### config.mk
export PLATFORM = sky130hd
export DESIGN_NAME = uart_tx_sched
export DESIGN_NICKNAME = d
export VERILOG_FILES = /design/src/rtl/l80soc_pkg.sv /design/src/rtl/tx_req_fifo.sv /design/src/rtl/uart_tx_sched.sv
export SDC_FILE = /design/constraint.sdc
export NUM_CORES = 1
export LEC_CHECK = 0
export CORE_MARGIN = 2
export CORE_UTILIZATION = 40
export CTS_CLUSTER_SIZE = 14
export DETAILED_ROUTE_END_ITERATION = 12
export SLEW_MARGIN = 20
export SYNTH_ARGS = -nofsm -noshare
export SYNTH_HDL_FRONTEND = slang
export SYNTH_SLANG_ARGS = --single-unit
### constraint.sdc
create_clock -name clk -period 5.25 [get_ports clk]
set_clock_uncertainty 0.05 [all_clocks]
set_input_delay 1.05 -clock clk [delete_from_list [all_inputs] [get_ports clk]]
set_output_delay 1.05 -clock clk [all_outputs]
set_load 0.005 [all_outputs]
### src/rtl/l80soc_pkg.sv
// -----------------------------------------------------------------------------
// l80soc_pkg
// Shared definitions for the UART transmit scheduler:
//   - tx_state_e  : 2-bit scheduler state encoding
//   - DATA_W_DEF  : default byte width
//   - REQ_CPU / REQ_AUX : requester ids as seen on the grant output
//   - rr_pick()   : round-robin winner selection between the two requesters
// -----------------------------------------------------------------------------
package l80soc_pkg;

    localparam int DATA_W_DEF = 8;

    localparam logic REQ_CPU = 1'b0;
    localparam logic REQ_AUX = 1'b1;

    typedef enum logic [1:0] {
        ST_IDLE      = 2'd0,
        ST_LAUNCH    = 2'd1,
        ST_WAIT_BUSY = 2'd2,
        ST_WAIT_DONE = 2'd3
    } tx_state_e;

    // Both pending: the requester that did not win last time goes next.
    // Only one pending: that one, regardless of history.
    function automatic logic rr_pick(input logic ne0, input logic ne1, input logic last);
        logic w;
        if (ne0 && ne1) begin
            w = ~last;
        end else if (ne1) begin
            w = REQ_AUX;
        end else begin
            w = REQ_CPU;
        end
        return w;
    endfunction

endpackage

### src/rtl/tx_req_fifo.sv
// -----------------------------------------------------------------------------
// tx_req_fifo
// Small synchronous FIFO for one UART byte producer.
//   clk, rstb     : clock, asynchronous active-low reset (empties the FIFO)
//   push/push_data: write strobe and byte; accepted if not full, or if full and
//                   popped in the same cycle
//   pop/pop_data  : read strobe; pop_data shows the head entry combinationally
//   full, empty   : registered status flags
//   empty_nx      : value empty will take at the next edge (lets the parent
//                   register its own status outputs in step with the FIFO)
// -----------------------------------------------------------------------------
module tx_req_fifo #(
    parameter int DATA_W     = 8,
    parameter int DEPTH_LOG2 = 2
) (
    input  logic              clk,
    input  logic              rstb,
    input  logic              push,
    input  logic [DATA_W-1:0] push_data,
    input  logic              pop,
    output logic [DATA_W-1:0] pop_data,
    output logic              full,
    output logic              empty,
    output logic              empty_nx
);

    localparam int DEPTH = 1 << DEPTH_LOG2;

    logic [DEPTH_LOG2:0] wr_ptr_r;
    logic [DEPTH_LOG2:0] rd_ptr_r;
    logic [DEPTH_LOG2:0] wr_ptr_nx_s;
    logic [DEPTH_LOG2:0] rd_ptr_nx_s;
    logic                full_r;
    logic                empty_r;
    logic                full_nx_s;
    logic                empty_nx_s;
    logic                wr_en_s;
    logic                rd_en_s;
    logic [DATA_W-1:0]   mem_r [DEPTH];

    // Accept/pop qualification and next-pointer / next-flag computation.
    // A full FIFO still takes a push when the head leaves on the same edge.
    always_comb begin
        rd_en_s     = pop && !empty_r;
        wr_en_s     = push && (!full_r || rd_en_s);
        wr_ptr_nx_s = wr_ptr_r;
        rd_ptr_nx_s = rd_ptr_r;
        if (wr_en_s) begin
            wr_ptr_nx_s = wr_ptr_r + {{DEPTH_LOG2{1'b0}}, 1'b1};
        end else begin
            wr_ptr_nx_s = wr_ptr_r;
        end
        if (rd_en_s) begin
            rd_ptr_nx_s = rd_ptr_r + {{DEPTH_LOG2{1'b0}}, 1'b1};
        end else begin
            rd_ptr_nx_s = rd_ptr_r;
        end
        // Full when the wrap bits differ and the index bits match.
        full_nx_s  = (wr_ptr_nx_s[DEPTH_LOG2] != rd_ptr_nx_s[DEPTH_LOG2]) &&
                     (wr_ptr_nx_s[DEPTH_LOG2-1:0] == rd_ptr_nx_s[DEPTH_LOG2-1:0]);
        empty_nx_s = (wr_ptr_nx_s == rd_ptr_nx_s);
    end

    // Pointer and status-flag registers.
    always_ff @(posedge clk or negedge rstb) begin
        if (!rstb) begin
            wr_ptr_r <= '0;
            rd_ptr_r <= '0;
            full_r   <= 1'b0;
            empty_r  <= 1'b1;
        end else begin
            wr_ptr_r <= wr_ptr_nx_s;
            rd_ptr_r <= rd_ptr_nx_s;
            full_r   <= full_nx_s;
            empty_r  <= empty_nx_s;
        end
    end

    // Storage array; contents are meaningless once the pointers are reset.
    always_ff @(posedge clk) begin
        if (wr_en_s) begin
            mem_r[wr_ptr_r[DEPTH_LOG2-1:0]] <= push_data;
        end
    end

    assign pop_data = mem_r[rd_ptr_r[DEPTH_LOG2-1:0]];
    assign full     = full_r;
    assign empty    = empty_r;
    assign empty_nx = empty_nx_s;

endmodule

### src/rtl/uart_tx_sched.sv
// -----------------------------------------------------------------------------
// uart_tx_sched
// Shares one UART transmitter between two byte producers (0 = CPU IO writes,
// 1 = auxiliary status source). Each producer has a private FIFO; a
// round-robin scheduler pops one byte at a time and runs the UART
// start / is_transmitting handshake.
//   clk, rstb             : UART-domain clock, asynchronous active-low reset
//   reqN_valid/reqN_data  : push strobe and byte from requester N
//   reqN_full             : FIFO N full
//   ovf / ovf_clr         : sticky per-requester overflow flags and their clears
//   tx_start / tx_data    : one-cycle start pulse and byte to the UART
//   tx_busy               : UART is_transmitting
//   tmo_err               : sticky, UART never reported busy after a start
//   grant                 : requester id of the current / last byte
//   idle                  : scheduler idle with both FIFOs empty
// -----------------------------------------------------------------------------
module uart_tx_sched
    import l80soc_pkg::*;
#(
    parameter int DATA_W     = DATA_W_DEF,
    parameter int DEPTH_LOG2 = 2,
    parameter int BUSY_TMO   = 15
) (
    input  logic              clk,
    input  logic              rstb,
    input  logic              req0_valid,
    input  logic [DATA_W-1:0] req0_data,
    output logic              req0_full,
    input  logic              req1_valid,
    input  logic [DATA_W-1:0] req1_data,
    output logic              req1_full,
    output logic [1:0]        ovf,
    input  logic [1:0]        ovf_clr,
    output logic              tx_start,
    output logic [DATA_W-1:0] tx_data,
    input  logic              tx_busy,
    output logic              tmo_err,
    output logic              grant,
    output logic              idle
);

    localparam int               CNT_W    = $clog2(BUSY_TMO + 1);
    localparam logic [CNT_W-1:0] TMO_LAST = CNT_W'(BUSY_TMO - 1);

    tx_state_e         state_r;
    tx_state_e         state_nx_s;
    logic [CNT_W-1:0]  tmo_cnt_r;
    logic              tmo_hit_s;
    logic              win_s;
    logic              pop0_s;
    logic              pop1_s;
    logic [1:0]        ovf_set_s;

    logic [DATA_W-1:0] rdata0_s;
    logic [DATA_W-1:0] rdata1_s;
    logic              full0_s;
    logic              full1_s;
    logic              empty0_s;
    logic              empty1_s;
    logic              empty0_nx_s;
    logic              empty1_nx_s;

    logic              tx_start_r;
    logic [DATA_W-1:0] tx_data_r;
    logic              grant_r;
    logic              tmo_err_r;
    logic              idle_r;
    logic [1:0]        ovf_r;

    tx_req_fifo #(
        .DATA_W     (DATA_W),
        .DEPTH_LOG2 (DEPTH_LOG2)
    ) u_fifo0 (
        .clk       (clk),
        .rstb      (rstb),
        .push      (req0_valid),
        .push_data (req0_data),
        .pop       (pop0_s),
        .pop_data  (rdata0_s),
        .full      (full0_s),
        .empty     (empty0_s),
        .empty_nx  (empty0_nx_s)
    );

    tx_req_fifo #(
        .DATA_W     (DATA_W),
        .DEPTH_LOG2 (DEPTH_LOG2)
    ) u_fifo1 (
        .clk       (clk),
        .rstb      (rstb),
        .push      (req1_valid),
        .push_data (req1_data),
        .pop       (pop1_s),
        .pop_data  (rdata1_s),
        .full      (full1_s),
        .empty     (empty1_s),
        .empty_nx  (empty1_nx_s)
    );

    // Next-state, pop selection and timeout detection. Pops happen only in
    // IDLE, so a byte leaves its FIFO exactly once and in FIFO order.
    always_comb begin
        state_nx_s = state_r;
        pop0_s     = 1'b0;
        pop1_s     = 1'b0;
        tmo_hit_s  = 1'b0;
        win_s      = rr_pick(!empty0_s, !empty1_s, grant_r);
        case (state_r)
            ST_IDLE: begin
                // tx_busy is deliberately not looked at here.
                if (!empty0_s || !empty1_s) begin
                    state_nx_s = ST_LAUNCH;
                    if (win_s == REQ_CPU) begin
                        pop0_s = 1'b1;
                    end else begin
                        pop1_s = 1'b1;
                    end
                end else begin
                    state_nx_s = ST_IDLE;
                end
            end
            ST_LAUNCH: begin
                state_nx_s = ST_WAIT_BUSY;
            end
            ST_WAIT_BUSY: begin
                // Busy already high on entry counts as an immediate acknowledge.
                if (tx_busy) begin
                    state_nx_s = ST_WAIT_DONE;
                end else if (tmo_cnt_r == TMO_LAST) begin
                    tmo_hit_s  = 1'b1;
                    state_nx_s = ST_IDLE;
                end else begin
                    state_nx_s = ST_WAIT_BUSY;
                end
            end
            ST_WAIT_DONE: begin
                if (!tx_busy) begin
                    state_nx_s = ST_IDLE;
                end else begin
                    state_nx_s = ST_WAIT_DONE;
                end
            end
            default: begin
                state_nx_s = ST_IDLE;
            end
        endcase
    end

    // Overflow sets: a push that the FIFO cannot take this edge.
    always_comb begin
        ovf_set_s    = 2'b00;
        ovf_set_s[0] = req0_valid && full0_s && !pop0_s;
        ovf_set_s[1] = req1_valid && full1_s && !pop1_s;
    end

    // State register, handshake outputs and the WAIT_BUSY timeout counter.
    always_ff @(posedge clk or negedge rstb) begin
        if (!rstb) begin
            state_r    <= ST_IDLE;
            tx_start_r <= 1'b0;
            tx_data_r  <= '0;
            grant_r    <= REQ_AUX;
            tmo_cnt_r  <= '0;
            tmo_err_r  <= 1'b0;
            idle_r     <= 1'b1;
        end else begin
            state_r    <= state_nx_s;
            // The start pulse is high for exactly the LAUNCH cycle.
            tx_start_r <= (state_nx_s == ST_LAUNCH);
            // tx_data only changes on a pop, so it holds through WAIT_DONE.
            if (pop0_s || pop1_s) begin
                tx_data_r <= pop0_s ? rdata0_s : rdata1_s;
                grant_r   <= win_s;
            end else begin
                tx_data_r <= tx_data_r;
                grant_r   <= grant_r;
            end
            if (state_r == ST_LAUNCH) begin
                tmo_cnt_r <= '0;
            end else if ((state_r == ST_WAIT_BUSY) && !tx_busy) begin
                tmo_cnt_r <= tmo_cnt_r + CNT_W'(1);
            end else begin
                tmo_cnt_r <= tmo_cnt_r;
            end
            if (tmo_hit_s) begin
                tmo_err_r <= 1'b1;
            end else begin
                tmo_err_r <= tmo_err_r;
            end
            idle_r <= (state_nx_s == ST_IDLE) && empty0_nx_s && empty1_nx_s;
        end
    end

    // Sticky overflow flags; a set on the same edge as a clear wins.
    always_ff @(posedge clk or negedge rstb) begin
        if (!rstb) begin
            ovf_r <= 2'b00;
        end else begin
            ovf_r <= ovf_set_s | (ovf_r & ~ovf_clr);
        end
    end

    assign tx_start  = tx_start_r;
    assign tx_data   = tx_data_r;
    assign grant     = grant_r;
    assign tmo_err   = tmo_err_r;
    assign idle      = idle_r;
    assign ovf       = ovf_r;
    assign req0_full = full0_s;
    assign req1_full = full1_s;

endmodule

* Yosys cells after proc, flatten, opt, wreduce, memory -nomap -nowiden *
Memories as Yosys holds them, arrays and structs flattened.
Index checks and enable logic that the tools add are counted.

operators by class
  bitwise logic cells = 4
  reductions and logical operators = 28
  equal/unequal tests = 11
  add/sub/neg operators = 5
  multiplexer cells = 27

operator list
  kind                 count
  $mux 1               16
  $logic_and 1x1->1    14
  $add 3x1->3 const B  4
  $mux 3               4
  $mux 4               2
  $mux 8               1
  $pmux 2 s4           1
  $logic_not 1->1      7
  $eq 3x3->1           2
  $mux 2               3
  $add 4x1->4 const B  1
  $eq 2x1->1 const B   2
  $eq 2x2->1           2
  $eq 2x2->1 const B   2
  $eq 4x4->1 const B   1
  $logic_not 2->1      2
  $logic_or 1x1->1     4
  $and 2x2->2          1
  $ne 1x1->1           2
  $not 2->2            1
  $or 2x2->2           1
  $reduce_bool 2->1    1
  $not 1->1            1

word-level totals
  register bits after elaboration = 36
  output and inout port bits = 16
  RAM bits = 64
  memories = 2
  input port bits = 23

memory list
  memory         words  bits a word  rd ports  clocked after Yosys merged registers in  wr ports  RTL line           text
  u_fifo0.mem_r  4      8            1         0                                        1         tx_req_fifo.sv:39  logic [DATA_W-1:0] mem_r [DEPTH];
  u_fifo1.mem_r  4      8            1         0                                        1         tx_req_fifo.sv:39

* Depth between registers and ports, before layout *
Gate-level depths: netlist (run 1).

  depth in word-level cells = 13
  mapped depth = 8
  depth with buffers taken out = 8

* By module *
From an unflattened synthesis (run 1), not the netlist that was laid out.

second synthesis, totals
  cells, all modules = 278
  area, all modules = 4381.7 µm²

modules (own cells, without submodules)
  module         instances  area an instance (µm²)  cells each
  tx_req_fifo    2          1685.4                  88
  uart_tx_sched  1          1011.0                  102

* Worst setup path after synthesis (run 1) *
No wires, ideal clock.

  path type = register to register
  start = register state_r[1]
  end = memory u_fifo1.mem_r[0][0] (enable)
  period minus slack after synthesis = 2233 ps
  arrival = 1852 ps
  setup time = 332 ps
  path buffers = 2
  data required time = 4868 ps
  setup slack = 3017 ps
  cell stages (with the launch flop) = 7
  cells stage by stage = dfrtp_1 or2_1 buf_6 or3_1 buf_6 a21boi_0 and2_1

between the ends
  word-level cells in the longest chain between the ends = 7

ends and longest elaborated chain
  what                          RTL line              text
  start, declared               uart_tx_sched.sv:45   tx_state_e state_r;
  start signal, assigned        uart_tx_sched.sv:167  state_r <= state_nx_s;
  $logic_not 2->1               uart_tx_sched.sv:108  case (state_r)
  $mux 1                        uart_tx_sched.sv:108
  $logic_and 1x1->1             tx_req_fifo.sv:44     rd_en_s = pop && !empty_r;
  $logic_or 1x1->1              tx_req_fifo.sv:45     wr_en_s = push && (!full_r || rd_en_s);
  $logic_and 1x1->1             tx_req_fifo.sv:45
  $mux 1                        tx_req_fifo.sv:81     if (wr_en_s) begin
  $mux 1 (not written as such)  tx_req_fifo.sv:82     mem_r[wr_ptr_r[DEPTH_LOG2-1:0]] <= push_data;
  end, declared                 tx_req_fifo.sv:39

No other way between the ends.

* Worst setup path in the final report (run 1) *
  start = register state_r[1]
  end = memory u_fifo1.mem_r[0][5] (enable)

The elaborated chain is that of the path after synthesis.

==> out/summary.json, run 1 <==
{
  "global_routing": {
    "maximum_number_of_pins_on_one_net_before_global_route_repair": 37,
    "antenna_found_initial": 0,
    "globalRoute.totalOverflow": 0,
    "first_pass_grt_wire_length_mm": 12.4,
    "grt_use_total_pct": 14.9,
    "grt_pass1_vias": 2396
  },
  "logic_synthesis": {
    "combinational_family_with_the_most_area_after_synthesis": "multiplexers",
    "avg_inst_size_synth_um2": 15.8,
    "synth_edf_count": 64,
    "netlist.top_cell.by_area": "edfxtp_1",
    "mappedNetlistArea_um2": 4200,
    "ys_warn_count": 0,
    "synth-seq-area-share_pct": 67.3,
    "postSynthRegisterBits": 100,
    "synthAdderAreaFrac_pct": 3.58,
    "main_synth_ff_type": "edfxtp_1",
    "mux_cell_area_share_after_synthesis_pct": 10.4,
    "yosys.cell_count.top_type": "edfxtp_1",
    "yosys.cell_types.count": 48,
    "yosys.area_share.simple_pct": 7.54,
    "post_synthesis_compound_gate_area_fraction_pct": 5.07,
    "synth_top_area_share_pct": 45.8,
    "async_flop_share_pct": 36.0,
    "synth_common_cells": "edfxtp_1 (64), dfrtp_1 (32), nand2_1 (28)",
    "count_of_mapped_cells_out_of_synthesis": 265,
    "synth_area_leaders": "edfxtp_1 (46%), dfrtp_1 (19%), mux4_2 (8.6%), ha_1 (3.6%), dfstp_2 (2.5%)",
    "nets_in_the_synthesized_netlist": 300,
    "synth_xor_area_share_pct": 3.84
  },
  "sta": {
    "summed_negative_setup_slack_over_all_endpoints_ns": 0,
    "rsz0062_at_grt": "false",
    "transition_time_at_the_pin_with_the_least_slew_margin_ns": 0.934,
    "final.period_utilization_pct": 53.4,
    "maxSlewHeadroom_pct": 37.2,
    "max_freq_mhz": 356,
    "min_period_ns": 2.81,
    "timing.hold.ws_ns": 0.426,
    "maxSlewViolCount": 0,
    "final-hold-violation-count": 0,
    "setup_violating_endpoint_count_in_the_final_report": 0
  },
  "power": {
    "power.ir.vdd_worst_mv": 0.172,
    "leakage_nw": 1.85,
    "powerDensity_nw_per_um2": 523
  },
  "cts": {
    "ctsResizeCount": 0,
    "clkTransAtPathRegs_ns": 0.10,
    "postCtsHoldBufs": 0,
    "htreeDepth": 3,
    "cts_buffers": 9,
    "clockBufferDepth": 2,
    "cts_post_setup_buffers_inserted": 0,
    "cts_sinks": 100,
    "worstSkewPairLatency_ns": 0.37,
    "tritoncts": "yes",
    "clockRootBuffer": "clkbuf_8"
  },
  "finish": {
    "filler_cells": 933,
    "syn_to_final_growth_pct": 16.2,
    "final-seq-area_um2": 2830,
    "post_layout_nonfiller_instances": 446,
    "drive_gt1_share_pct": 14.8,
    "post-route-cell-area_um2": 4880,
    "num_antenna_cells": 0,
    "finalNetCount": 340,
    "multi_input_area_um2": 1280
  },
  "placement": {
    "total_instance_count_after_detailed_placement": 430,
    "dpl_cell_area_um2": 4700,
    "io_buffer_count": 38,
    "total_half_perimeter_wirelength_after_legalization_and_detailed_placement_mm": 5.24,
    "final_weighted_congestion_in_routability_driven_placement": 0.723
  },
  "route": {
    "totalWireLength_mm": 7.62,
    "ant_nets": 0,
    "avgViaCountPerCell": 5.02,
    "detail_route.wl_per_cell_um": 17.1,
    "route.vias.total": 2238,
    "drt_first_pass_iters": 4,
    "drt_first_iter_violations": 99,
    "drt_drc_violations_left": 0
  },
  "run": {
    "maxCapViolCount": 0
  },
  "floorplan": {
    "placement_rows": 37,
    "die_width_um": 106,
    "die_y_um": 106,
    "ioPinCount": 39,
    "core-area_um2": 10300,
    "floorplan.die_area_um2": 11300,
    "initial_utilization_pct": 40.9
  },
  "worst_setup_path": {
    "slowest_delay_ns": 0.56,
    "worst-endpoint-required_ns": 5.22,
    "worst-endpoint-arrival_ns": 2.77,
    "worst_setup_path_start_kind": "flop",
    "crit_path_top_delay_cell": "or3_1",
    "crit_chain": "or2_1 -> or3_1 -> a21boi_0 -> and2_1",
    "worstSetupPathType": "flop to flop",
    "worstPathMaxFanout": 12,
    "setup.worst_path.end_class": "flop"
  },
  "outcome": {
    "run_status": "complete, no violations"
  },
  "min_path": {
    "hold_path_class": "flop to flop"
  }
}
==> per-layer routing <==
metal / vias to the layer above / global-route usage [%] / share of wire (%)
li1: 1063 / - / -
met1: 1126 / 19.5 / 46
met2: 35 / 24.3 / 49
met3: 14 / 2.51 / 2.6
met4: 0 / 6.86 / 2.4
met5: - / 0 / 0
==> final cells by class <==
class | instances | share of cell area, %
Tap cell | 136 | 3.49
Clock buffer | 9 | 2.54
Inverter | 12 | 0.923
Multi-Input combinational cell | 144 | 26.2
Timing Repair Buffer | 38 | 7.69
Clock inverter | 7 | 1.21
Sequential cell | 100 | 58.0
==> worst paths after layout <==
kind	end	cells after the start	slack, ns	start
max	u_fifo1.mem_r[0][5]$_DFFE_PP_	4	2.44	state_r[1]$_DFF_PN0_
min	tx_data[1]$_DFFE_PN0P_	2	0.43	tx_data[1]$_DFFE_PN0P_
max reg2reg	u_fifo1.mem_r[0][5]$_DFFE_PP_	4	2.44	state_r[1]$_DFF_PN0_
min reg2reg	tx_data[1]$_DFFE_PN0P_	2	0.43	tx_data[1]$_DFFE_PN0P_
max in group asynchronous	tx_data[3]$_DFFE_PN0P_	1	3.92	rstb
min in group asynchronous	tmo_cnt_r[2]$_DFFE_PN0P_	1	0.71	rstb
==> sequential cells by signal, indices dropped and copies added, names as in the netlist, 2 cells and up <==
signal	count
u_fifo0.mem_r	32
u_fifo1.mem_r	32
tx_data	8
tmo_cnt_r	4
u_fifo0.rd_ptr_r	3
u_fifo0.wr_ptr_r	3
u_fifo1.rd_ptr_r	3
u_fifo1.wr_ptr_r	3
ovf	2
state_r	2
==> placed cells by master (no fill, tap or decap), types with 4 or more instances in the layout <==
cell	instances
edfxtp_1	64
clkdlybuf4s50_1	37
dfrtp_1	32
nand2_1	28
mux4_2	16
inv_1	12
ha_1	12
xnor2_1	9
nor2_1	9
clkbuf_8	9
a22oi_1	8
xor2_1	5
o21ai_0	5
mux2i_1	5
and3_1	4
dfstp_2	4
==> through the flow <==
stage / setup WS, ns / util [%] / power, mW
floorplan: 3.02 / - / 1.83
global placement: 2.30 / 45.7 / 2.10
detailed placement: 2.26 / 45.7 / 2.12
CTS: 2.41 / 47.5 / 2.59
global route: 2.27 / 47.5 / 2.73
finish: 2.44 / 47.5 / 2.55
==> report_power, final <==
part | total, mW | leakage, nW | switching (mW) | internal [mW]
Combinational | 0.832 | 0.726 | 0.399 | 0.433
Sequential | 1.26 | 1.03 | 0.195 | 1.06
Clock | 0.462 | 0.0937 | 0.281 | 0.180
Total | 2.55 | 1.85 | 0.876 | 1.67
==> worst max-delay path: cells and delay by family, from the launching register on <==
family          cells  cell delay [ns]
flops               1             0.54
simple gates        3             1.44
compound gates      1             0.43
==> kinds of logic after synthesis <==
logic type / Yosys count
flops: 100
simple gates: 64
compound gates: 29
mux: 23
buf+inv: 21
xor+xnor: 16
fa+ha+maj: 12
Power figures use the tool's default switching activity.
==> run 2, diff against run 1 <==
==> constraint.sdc (replaced) <==
create_clock -name clk -period 2.5 [get_ports clk]
set_clock_uncertainty 0.05 [all_clocks]
set_input_delay 0.5 -clock clk [delete_from_list [all_inputs] [get_ports clk]]
set_output_delay 0.5 -clock clk [all_outputs]
set_load 0.005 [all_outputs]
==> run 2 against run 1 <==
Against the previous run:
- first-iteration DRC count is 29% higher
- sequential cell count unchanged
- setup slack worse by 2.2 ns
- combinational power grew 140%
- global-route usage is 0.26 points lower
- total power increased by 120%
- clock power increased by 140%
- sequential power rose by 98%
- maximum frequency rose by 26%
- highest routed layer unchanged
==> out/summary.json, run 2 (synthesis results as in run 1) <==
{
  "outcome": {
    "run_status": {"value": "complete, no violations", "change": "unchanged"}
  },
  "global_routing": {
    "grt_use_total": {"value": 14.6, "unit": "%", "change": "was 14.9%"},
    "antenna_found_initial": {"value": 0, "change": "unchanged"},
    "first_pass_grt_wire_length": {"value": 12.4, "unit": "mm", "change": "about the same"},
    "globalRoute.totalOverflow": {"value": 0, "change": "unchanged"},
    "grt_pass1_vias": {"value": 2381, "change": "was 2,396"},
    "maximum_number_of_pins_on_one_net_before_global_route_repair": {"value": 37, "change": "unchanged"}
  },
  "sta": {
    "maxSlewHeadroom": {"value": 35.9, "unit": "%", "change": "was 37.2%"},
    "rsz0062_at_grt": {"value": "false", "change": "unchanged"},
    "max_freq": {"value": 448, "unit": "MHz", "change": "was 356 MHz"},
    "transition_time_at_the_pin_with_the_least_slew_margin": {"value": 0.954, "unit": "ns", "change": "was 0.934 ns"},
    "maxSlewViolCount": {"value": 0, "change": "unchanged"},
    "min_period": {"value": 2.23, "unit": "ns", "change": "was 2.81 ns"},
    "timing.hold.ws": {"value": 0.162, "unit": "ns", "change": "was 0.426 ns"},
    "final.period_utilization": {"value": 89.4, "unit": "%", "change": "was 53.4%"},
    "summed_negative_setup_slack_over_all_endpoints": {"value": 0, "unit": "ns", "change": "unchanged"},
    "final-hold-violation-count": {"value": 0, "change": "unchanged"},
    "setup_violating_endpoint_count_in_the_final_report": {"value": 0, "change": "unchanged"}
  },
  "cts": {
    "postCtsHoldBufs": {"value": 0, "change": "unchanged"},
    "clockRootBuffer": {"value": "clkbuf_8", "change": "unchanged"},
    "ctsResizeCount": {"value": 0, "change": "unchanged"},
    "worstSkewPairLatency": {"value": 0.37, "unit": "ns", "change": "about the same"},
    "cts_sinks": {"value": 100, "change": "unchanged"},
    "clockBufferDepth": {"value": 2, "change": "unchanged"},
    "clkTransAtPathRegs": {"value": 0.10, "unit": "ns", "change": "about the same"},
    "htreeDepth": {"value": 3, "change": "unchanged"},
    "cts_post_setup_buffers_inserted": {"value": 0, "change": "unchanged"},
    "tritoncts": {"value": "yes", "change": "unchanged"},
    "cts_buffers": {"value": 9, "change": "unchanged"}
  },
  "route": {
    "detail_route.wl_per_cell": {"value": 16.7, "unit": "µm", "change": "was 17.1 µm"},
    "avgViaCountPerCell": {"value": 5.01, "change": "was 5.02"},
    "drt_first_iter_violations": {"value": 128, "change": "was 99"},
    "ant_nets": {"value": 0, "change": "unchanged"},
    "totalWireLength": {"value": 7.62, "unit": "mm", "change": "about the same"},
    "route.vias.total": {"value": 2289, "change": "was 2,238"},
    "drt_drc_violations_left": {"value": 0, "change": "unchanged"},
    "drt_first_pass_iters": {"value": 4, "change": "unchanged"}
  },
  "power": {
    "power.share.combinational": {"value": 35.6, "unit": "%", "change": "was 32.6%"},
    "total_switching_power": {"value": 1.87, "unit": "mW", "change": "was 876 µW"},
    "power.ir.vdd_worst": {"value": 0.377, "unit": "mV", "change": "was 0.172 mV"},
    "clock_power_share": {"value": 19.8, "unit": "%", "change": "was 18.1%"},
    "power.internal": {"value": 3.71, "unit": "mW", "change": "was 1.67 mW"},
    "leakage": {"value": 1.92, "unit": "nW", "change": "was 1.85 nW"},
    "sequentialPowerShare": {"value": 44.6, "unit": "%", "change": "was 49.3%"},
    "powerDensity": {"value": 1120, "unit": "nW/µm²", "change": "was 523 nW/µm²"},
    "switching_share_of_total_power": {"value": 33.5, "unit": "%", "change": "was 34.4%"}
  },
  "finish": {
    "syn_to_final_growth": {"value": 19.0, "unit": "%", "change": "was 16.2%"},
    "num_antenna_cells": {"value": 0, "change": "unchanged"},
    "post_layout_nonfiller_instances": {"value": 457, "change": "was 446"},
    "layout.cells.most_common": {"value": "edfxtp_1", "change": "unchanged"},
    "drive_gt1_share": {"value": 18.1, "unit": "%", "change": "was 14.8%"},
    "finalNetCount": {"value": 351, "change": "was 340"},
    "layout.cells.most_common_list": {"value": "edfxtp_1 (64), clkdlybuf4s50_1 (37), dfrtp_1 (32)", "change": "unchanged"}
  },
  "worst_setup_path": {
    "timing.rr.start": {"value": "state_r[1]$_DFF_PN0_", "change": "unchanged"},
    "worst_setup_path_start_kind": {"value": "flop", "change": "unchanged"},
    "worstSetupPathType": {"value": "flop to flop", "change": "unchanged"},
    "cp.buffers_inverters": {"value": 0, "change": "unchanged"},
    "worst-endpoint-arrival": {"value": 2.20, "unit": "ns", "change": "was 2.77 ns"},
    "crit_path_top_delay_cell": {"value": "and2_1", "change": "was or3_1"},
    "crit_path_start": {"value": "state_r[1]$_DFF_PN0_", "change": "unchanged"},
    "setup.worst_path.end_class": {"value": "flop", "change": "unchanged"},
    "crit_chain": {"value": "or2_1 -> or3_1 -> a21boi_0 -> and2_1", "change": "unchanged"},
    "path_delay_family": {"value": "simple AND/OR/NAND/NOR gates", "change": "unchanged"},
    "slowest_delay": {"value": 0.47, "unit": "ns", "change": "was 0.56 ns"},
    "worst-endpoint-required": {"value": 2.47, "unit": "ns", "change": "was 5.22 ns"},
    "worstPathMaxFanout": {"value": 8, "change": "was 12"}
  },
  "placement": {
    "final_weighted_congestion_in_routability_driven_placement": {"value": 0.694, "change": "was 0.723"},
    "total_instance_count_after_detailed_placement": {"value": 441, "change": "was 430"},
    "io_buffer_count": {"value": 38, "change": "unchanged"},
    "total_half_perimeter_wirelength_after_legalization_and_detailed_placement": {"value": 5.27, "unit": "mm", "change": "was 5.24 mm"}
  },
  "floorplan": {
    "placement_rows": {"value": 37, "change": "unchanged"},
    "core-area": {"value": 10300, "unit": "µm²", "change": "unchanged"},
    "ioPinCount": {"value": 39, "change": "unchanged"},
    "die_y": {"value": 106, "unit": "µm", "change": "unchanged"},
    "initial_utilization": {"value": 40.9, "unit": "%", "change": "unchanged"},
    "floorplan.die_area": {"value": 11300, "unit": "µm²", "change": "unchanged"},
    "die_width": {"value": 106, "unit": "µm", "change": "unchanged"}
  },
  "min_path": {
    "hold_path_class": {"value": "input port to asynchronous set/reset pin", "change": "was flop to flop"}
  },
  "run": {
    "maxCapViolCount": {"value": 0, "change": "unchanged"}
  }
}
[run 2: worst reg2reg max path: stages, from the launching register on]
cell	delay, ns
dfrtp_1	0.38
or2_1	0.24
or3_1	0.37
a21boi_0	0.38
and2_1	0.47
[run 2: per-layer routing]
layer,up-vias,part of all wire (%),track usage [%]
met5,-,0,0
met4,0,0.92,2.88
met3,5,4.3,4.72
met2,44,51,24.7
met1,1157,44,18.6
li1,1083,-,-
[run 2: power by group through the flow]
stage / sequential [mW] / clock, mW / combinational, mW
2_1_floorplan: 2.43 / 0 / 1.40
3_3_place_gp: 2.51 / 0 / 2.00
3_5_place_dp: 2.53 / 0 / 2.03
4_1_cts: 2.49 / 1.13 / 2.04
5_1_grt: 2.54 / 1.20 / 2.23
6_report: 2.49 / 1.10 / 1.99
[run 2: final timing paths]
kind                                                  to  slack [ns]  depth (start not counted)
min in group clk                  tx_data[1]$_DFFE_PN0P_        0.43                          2
min reg2reg                       tx_data[1]$_DFFE_PN0P_        0.43                          2
max reg2reg                u_fifo1.mem_r[0][6]$_DFFE_PP_        0.27                          4
min                             tmo_cnt_r[0]$_DFFE_PN0P_        0.16                          1
max                        u_fifo1.mem_r[0][6]$_DFFE_PP_        0.27                          4
max in group asynchronous  u_fifo0.wr_ptr_r[2]$_DFF_PN0_        1.70                          1
[run 2: cell type report]
cell class	count	area [µm²]
clock buffer	9	124
fill	915	5280
inverter	12	45.0
multi-input combinational	144	1280
timing repair buffer	49	458
clock inverter	7	95.1
tap	136	170
sequential	100	2830
[run 2: metrics by stage]
stage	worst slack [ns]	utilization, %	instance area, µm²	power [mW]
finish	0.266	48.6	5000	5.58
global route	0.0991	48.6	5000	5.96
CTS	0.241	48.6	5000	5.66
detailed placement	0.202	46.5	4780	4.55
global placement	0.226	46.5	4780	4.52
floorplan	0.267	-	4200	3.83
==> RTL change 1: new RTL, settings of run 2 <==
Reset style: synchronous (`rstb`), changed in 3 clocked blocks. Comments in the files are not updated.
--- a/src/rtl/tx_req_fifo.sv
+++ b/src/rtl/tx_req_fifo.sv
@@ -64,3 +64,3 @@
     // Pointer and status-flag registers.
-    always_ff @(posedge clk or negedge rstb) begin
+    always_ff @(posedge clk) begin
         if (!rstb) begin
--- a/src/rtl/uart_tx_sched.sv
+++ b/src/rtl/uart_tx_sched.sv
@@ -156,3 +156,3 @@
     // State register, handshake outputs and the WAIT_BUSY timeout counter.
-    always_ff @(posedge clk or negedge rstb) begin
+    always_ff @(posedge clk) begin
         if (!rstb) begin
@@ -194,3 +194,3 @@
     // Sticky overflow flags; a set on the same edge as a clear wins.
-    always_ff @(posedge clk or negedge rstb) begin
+    always_ff @(posedge clk) begin
         if (!rstb) begin
Behaviour: differs if rstb is asserted again (counterexample within 4 cycles, from zero or initial values and one cycle with rstb low); with rstb held inactive, the same outputs for 10 cycles.
==> RTL change 1 against run 2 <==
Sequential share of layout area is 2.5 points lower. Setup slack gained 0.14 ns. Critical path depth increased by 2. Synthesized area shrank 1.8%. Routed wire length shrank 1.7%. Total power fell by 21%. Maximum frequency increased by 6.7%. Count of clock-buffer cells in the layout grew 1. Combinational power shrank 33%. Final area decreased by 2.2%. Synthesized cell count up 6.4%. Via count increased by 2.9%. Sequential cell count unchanged. Critical path type unchanged. Critical endpoint is now u_fifo0.full$_SDFF_PN0_.
==> RTL change 1: results (changes against run 2) <==
Route
The via count is 2355 (+2.9%). The number of violations reported at the end of detailed-routing iteration 0 is 134 (+4.7%). The post-detailed-routing wire length is 7490 um (-1.7%).

Power
The switching part of the total was 31.8% (-1.7 points). The leakage power total is 1.69 nW (-12%). The design internal power is 0.00302 W (-19%). The maximum resistive drop on vdd was 0.000301 V (-20%).

Clock tree
The clock latency at the later pin of the worst-skew pair is 0.35 ns (-0.02 ns).

Synthesis
The part of the Yosys area used for sequential elements was 64.1% (-3.2 points). The XOR/XNOR share of the synthesized area came to 4.83% (+0.98 points). The number of instances in the synthesized netlist is 282 (+6.4%).

Yosys attributes the largest share of cell area to sky130_fd_sc_hd__edfxtp_1, sky130_fd_sc_hd__dfxtp_1, sky130_fd_sc_hd__mux4_2, sky130_fd_sc_hd__ha_1, sky130_fd_sc_hd__xnor2_1. The fraction of registers with async set/reset is 0% (-36 points). The compound-gate portion of the synthesized area is 6.34% (+1.3 points). The number of different library cells in the post-synthesis netlist is 45 (-6.3%). The commonest cells after synthesis are sky130_fd_sc_hd__edfxtp_1, sky130_fd_sc_hd__dfxtp_1, sky130_fd_sc_hd__nor2_1. The mux contribution to synthesized area is 9.47% (-0.93 points).

The synthesized area per cell is 14.6 um2 (-7.8%).

GRT
The first-pass GRT wire length is 12400 um (+0.44%). The largest net degree at the start of global routing came to 19 (-49%). The combined global-route utilization of all metal layers came to 14.8% (+0.21 points). The via count of the first global-routing pass is 2497 (+4.9%).

Placement
The number of placed cells counting well taps was 457 (+3.6%). The placed wire-length estimate is 5410 um (+2.7%). The post-placement cell area was 4710 um2 (-1.4%). The pre-CTS setup slack was 0.187 ns (-0.0151 ns). The final weighted congestion of routability-driven global placement was 0.744 (+7.3%).

Layout
The count of clock buffers in the final design was 10 (+1). The area growth from synthesis to final layout is 18.6%. The flip-flop and latch count was 100 (unchanged).

The number of nets at the end of the flow is 367 (+4.6%). The number of filler cells placed in the layout was 941 (+2.8%). The register cell area after layout was 2640 um2 (-6.5%). The count of multi-input gates is 161 (+12%). The inverter count of the layout excluding clock inverters is 11 (-1).

The fraction of area in non-clock buffers is 9.73% (+0.56 points).

Timing
The headroom to the max-slew limit is 59.3% (+23 points).

Setup path
The slowest stage cell on the critical path is sky130_fd_sc_hd__or2_1. The biggest fanout along the worst timing path was 11 (+3).

Min path
The type of the worst min-delay path is register to register.

Status
The run finished with clean final reports.
-- RTL change 1: worst paths after layout --
kind	from	end	slack [ns]	depth (start not counted)
setup / recovery	state_r[1]$_SDFF_PN0_	u_fifo0.full$_SDFF_PN0_	0.41	6
hold / removal	tx_data[6]$_SDFFE_PN0P_	tx_data[6]$_SDFFE_PN0P_	0.41	2
setup reg to reg	state_r[1]$_SDFF_PN0_	u_fifo0.full$_SDFF_PN0_	0.41	6
hold reg to reg	tx_data[6]$_SDFFE_PN0P_	tx_data[6]$_SDFFE_PN0P_	0.41	2
-- RTL change 1: layer usage --
metal	part of all wire [%]	track usage, %	vias to the layer above
met5	0	0	-
met4	1.1	6.77	0
met3	3.1	2.47	6
met2	51	25.3	38
met1	45	18.4	1162
li1	-	-	1149
-- RTL change 1: cells by family after synthesis --
group | after synthesis
mux | 19
buf+inv | 21
xor+xnor | 21
flops | 100
compound gates | 37
fa+ha+maj | 12
simple gates | 72
==> RTL change 2: new RTL, settings of run 2 <==
Without the edit above. `BUSY_TMO`: 15 -> 14.
--- a/src/rtl/uart_tx_sched.sv
+++ b/src/rtl/uart_tx_sched.sv
@@ -21,3 +21,3 @@
     parameter int DEPTH_LOG2 = 2,
-    parameter int BUSY_TMO   = 15
+    parameter int BUSY_TMO   = 14
 ) (
Formal check against the unedited RTL: no difference found for any inputs over 10 cycles, from zero or initial values and one cycle with rstb low; that may be too few to reach the edited logic, so the function may still have changed.
==> RTL change 2 against run 2 <==
Clock power decreased by 8%. Maximum frequency is 0.20% higher. Routed wire length fell by 1.4%. Final area about the same. Synthesized cell count is the same. Total power down 1.5%. Sequential cell count did not move. Synthesized area down 0.30%. Non-clock buffer count up 3. Setup slack better by 0.0044 ns. Via count unchanged. Critical path type unchanged. Largest cell class unchanged.
==> RTL change 2: results (changes against run 2) <==
Route
The number of violations reported at the end of detailed-routing iteration 0 is 101 (-21%). The detail-routed via count per cell is 4.98 (-0.65%). The post-detailed-routing wire length is 7510 um (-1.4%).

Power
The switching part of the total was 34.0% (+0.49 points). The maximum resistive drop on vdd is 0.000370 V (-1.9%). The leakage power total is 1.92 nW (+0.21%). The total power per unit cell area came to 1100 nW/um2 (-1.4%).

Synthesis
The part of the Yosys area used for sequential elements was 67.5% (+0.20 points). By area the synthesized netlist is led by sky130_fd_sc_hd__edfxtp_1, sky130_fd_sc_hd__dfrtp_1, sky130_fd_sc_hd__mux4_2, sky130_fd_sc_hd__ha_1, sky130_fd_sc_hd__dfstp_2. The commonest cells after synthesis are sky130_fd_sc_hd__edfxtp_1, sky130_fd_sc_hd__dfrtp_1, sky130_fd_sc_hd__nand2_1. The number of enable flip-flop cells after synthesis is 64 (unchanged).

Setup path
The biggest fanout along the worst timing path is 7 (-1). On the critical path, the stage with the largest delay is an instance of sky130_fd_sc_hd__dfstp_2. The worst setup path endpoint is idle$_DFF_PN1_. The depth of the most critical reg-to-reg path is 6 (+2). The peak per-stage delay on the critical path is 0.56 ns (+0.09 ns). The origin of the worst setup path is grant$_DFFE_PN1P_.

Timing
The final-layout worst hold slack is 0.169 ns (+0.00737 ns). The transition time of the tightest slew-check pin is 0.994 ns (+0.0398 ns).

Layout
The layout cell share with drive strength beyond 1 came to 17.9% (-0.17 points). The number of nets at the end of the flow is 354 (+0.85%).

GRT
The via count of the first global-routing pass came to 2426 (+1.9%). The combined global-route utilization of all metal layers is 14.8% (+0.18 points). The first-pass GRT wire length came to 12500 um (+0.89%).

Clock tree
The clock-pin slew on the worst setup and hold paths is 0.10 ns (about the same).

Placement
The final weighted congestion of routability-driven global placement is 0.740 (+6.7%). The total of buffers placed on input and output ports is 38 (unchanged). The placed wire-length estimate is 5300 um (+0.63%).

Status
The flow ran to the end, and the final reports show no timing, DRC or antenna violations.
[RTL change 2: cell type report]
type	count	area [um2]
fillers	890	5240
flip-flops and latches	100	2830
multi-input cells	143	1270
repair buffers	52	480
well taps	136	170
clock buffers	9	124
clock inverters	7	77.6
inverters	13	48.8
[RTL change 2: worst reg2reg max path, stage by stage, from the launching register on]
cell	delay [ns]
sky130_fd_sc_hd__dfstp_2	0.56
sky130_fd_sc_hd__nor2b_1	0.32
sky130_fd_sc_hd__or3_1	0.40
sky130_fd_sc_hd__mux2_4	0.36
sky130_fd_sc_hd__xnor2_2	0.16
sky130_fd_sc_hd__nand4_1	0.14
sky130_fd_sc_hd__nor4_2	0.15
[RTL change 2: repair_timing]
item                       CTS  global route
setup buffers                0             0
setup endpoints to repair    0             2
hold buffers                 0             0
resized for setup            0             1
[RTL change 2: logic make-up (layout without fill, tap and decap cells)]
family / after synthesis / in the layout / synth area share, %
AOI/OAI and AO/OA: 29 / 29 / 5.05
xor gates and xnor gates: 16 / 16 / 3.86
buffers and inverters: 22 / 81 / 2.18
DFF: 100 / 100 / 67.5
muxes: 22 / 22 / 10.2
adders and majority gates: 12 / 12 / 3.59
and+or+nand+nor: 64 / 64 / 7.56
[RTL change 2: per-stage QoR]
stage | worst slack [ns] | instances | instance area, um2 | utilization [%]
2_1_floorplan | 0.272 | 265 | 4190 | -
6_report | 0.270 | 460 | 5000 | 48.8
4_1_cts | 0.179 | 460 | 5000 | 48.8
3_5_place_dp | 0.204 | 444 | 4790 | 46.9
3_3_place_gp | 0.248 | 444 | 4790 | 46.9
5_1_grt | 0.0318 | 460 | 5000 | 48.8
[RTL change 2: metal layers]
metal	vias to the layer above	track usage, %	wire [um]
met5	-	0	0
met1	1142	19.5	3380
met4	0	6.30	159
li1	1092	-	-
met2	44	23.8	3710
met3	11	3.13	264
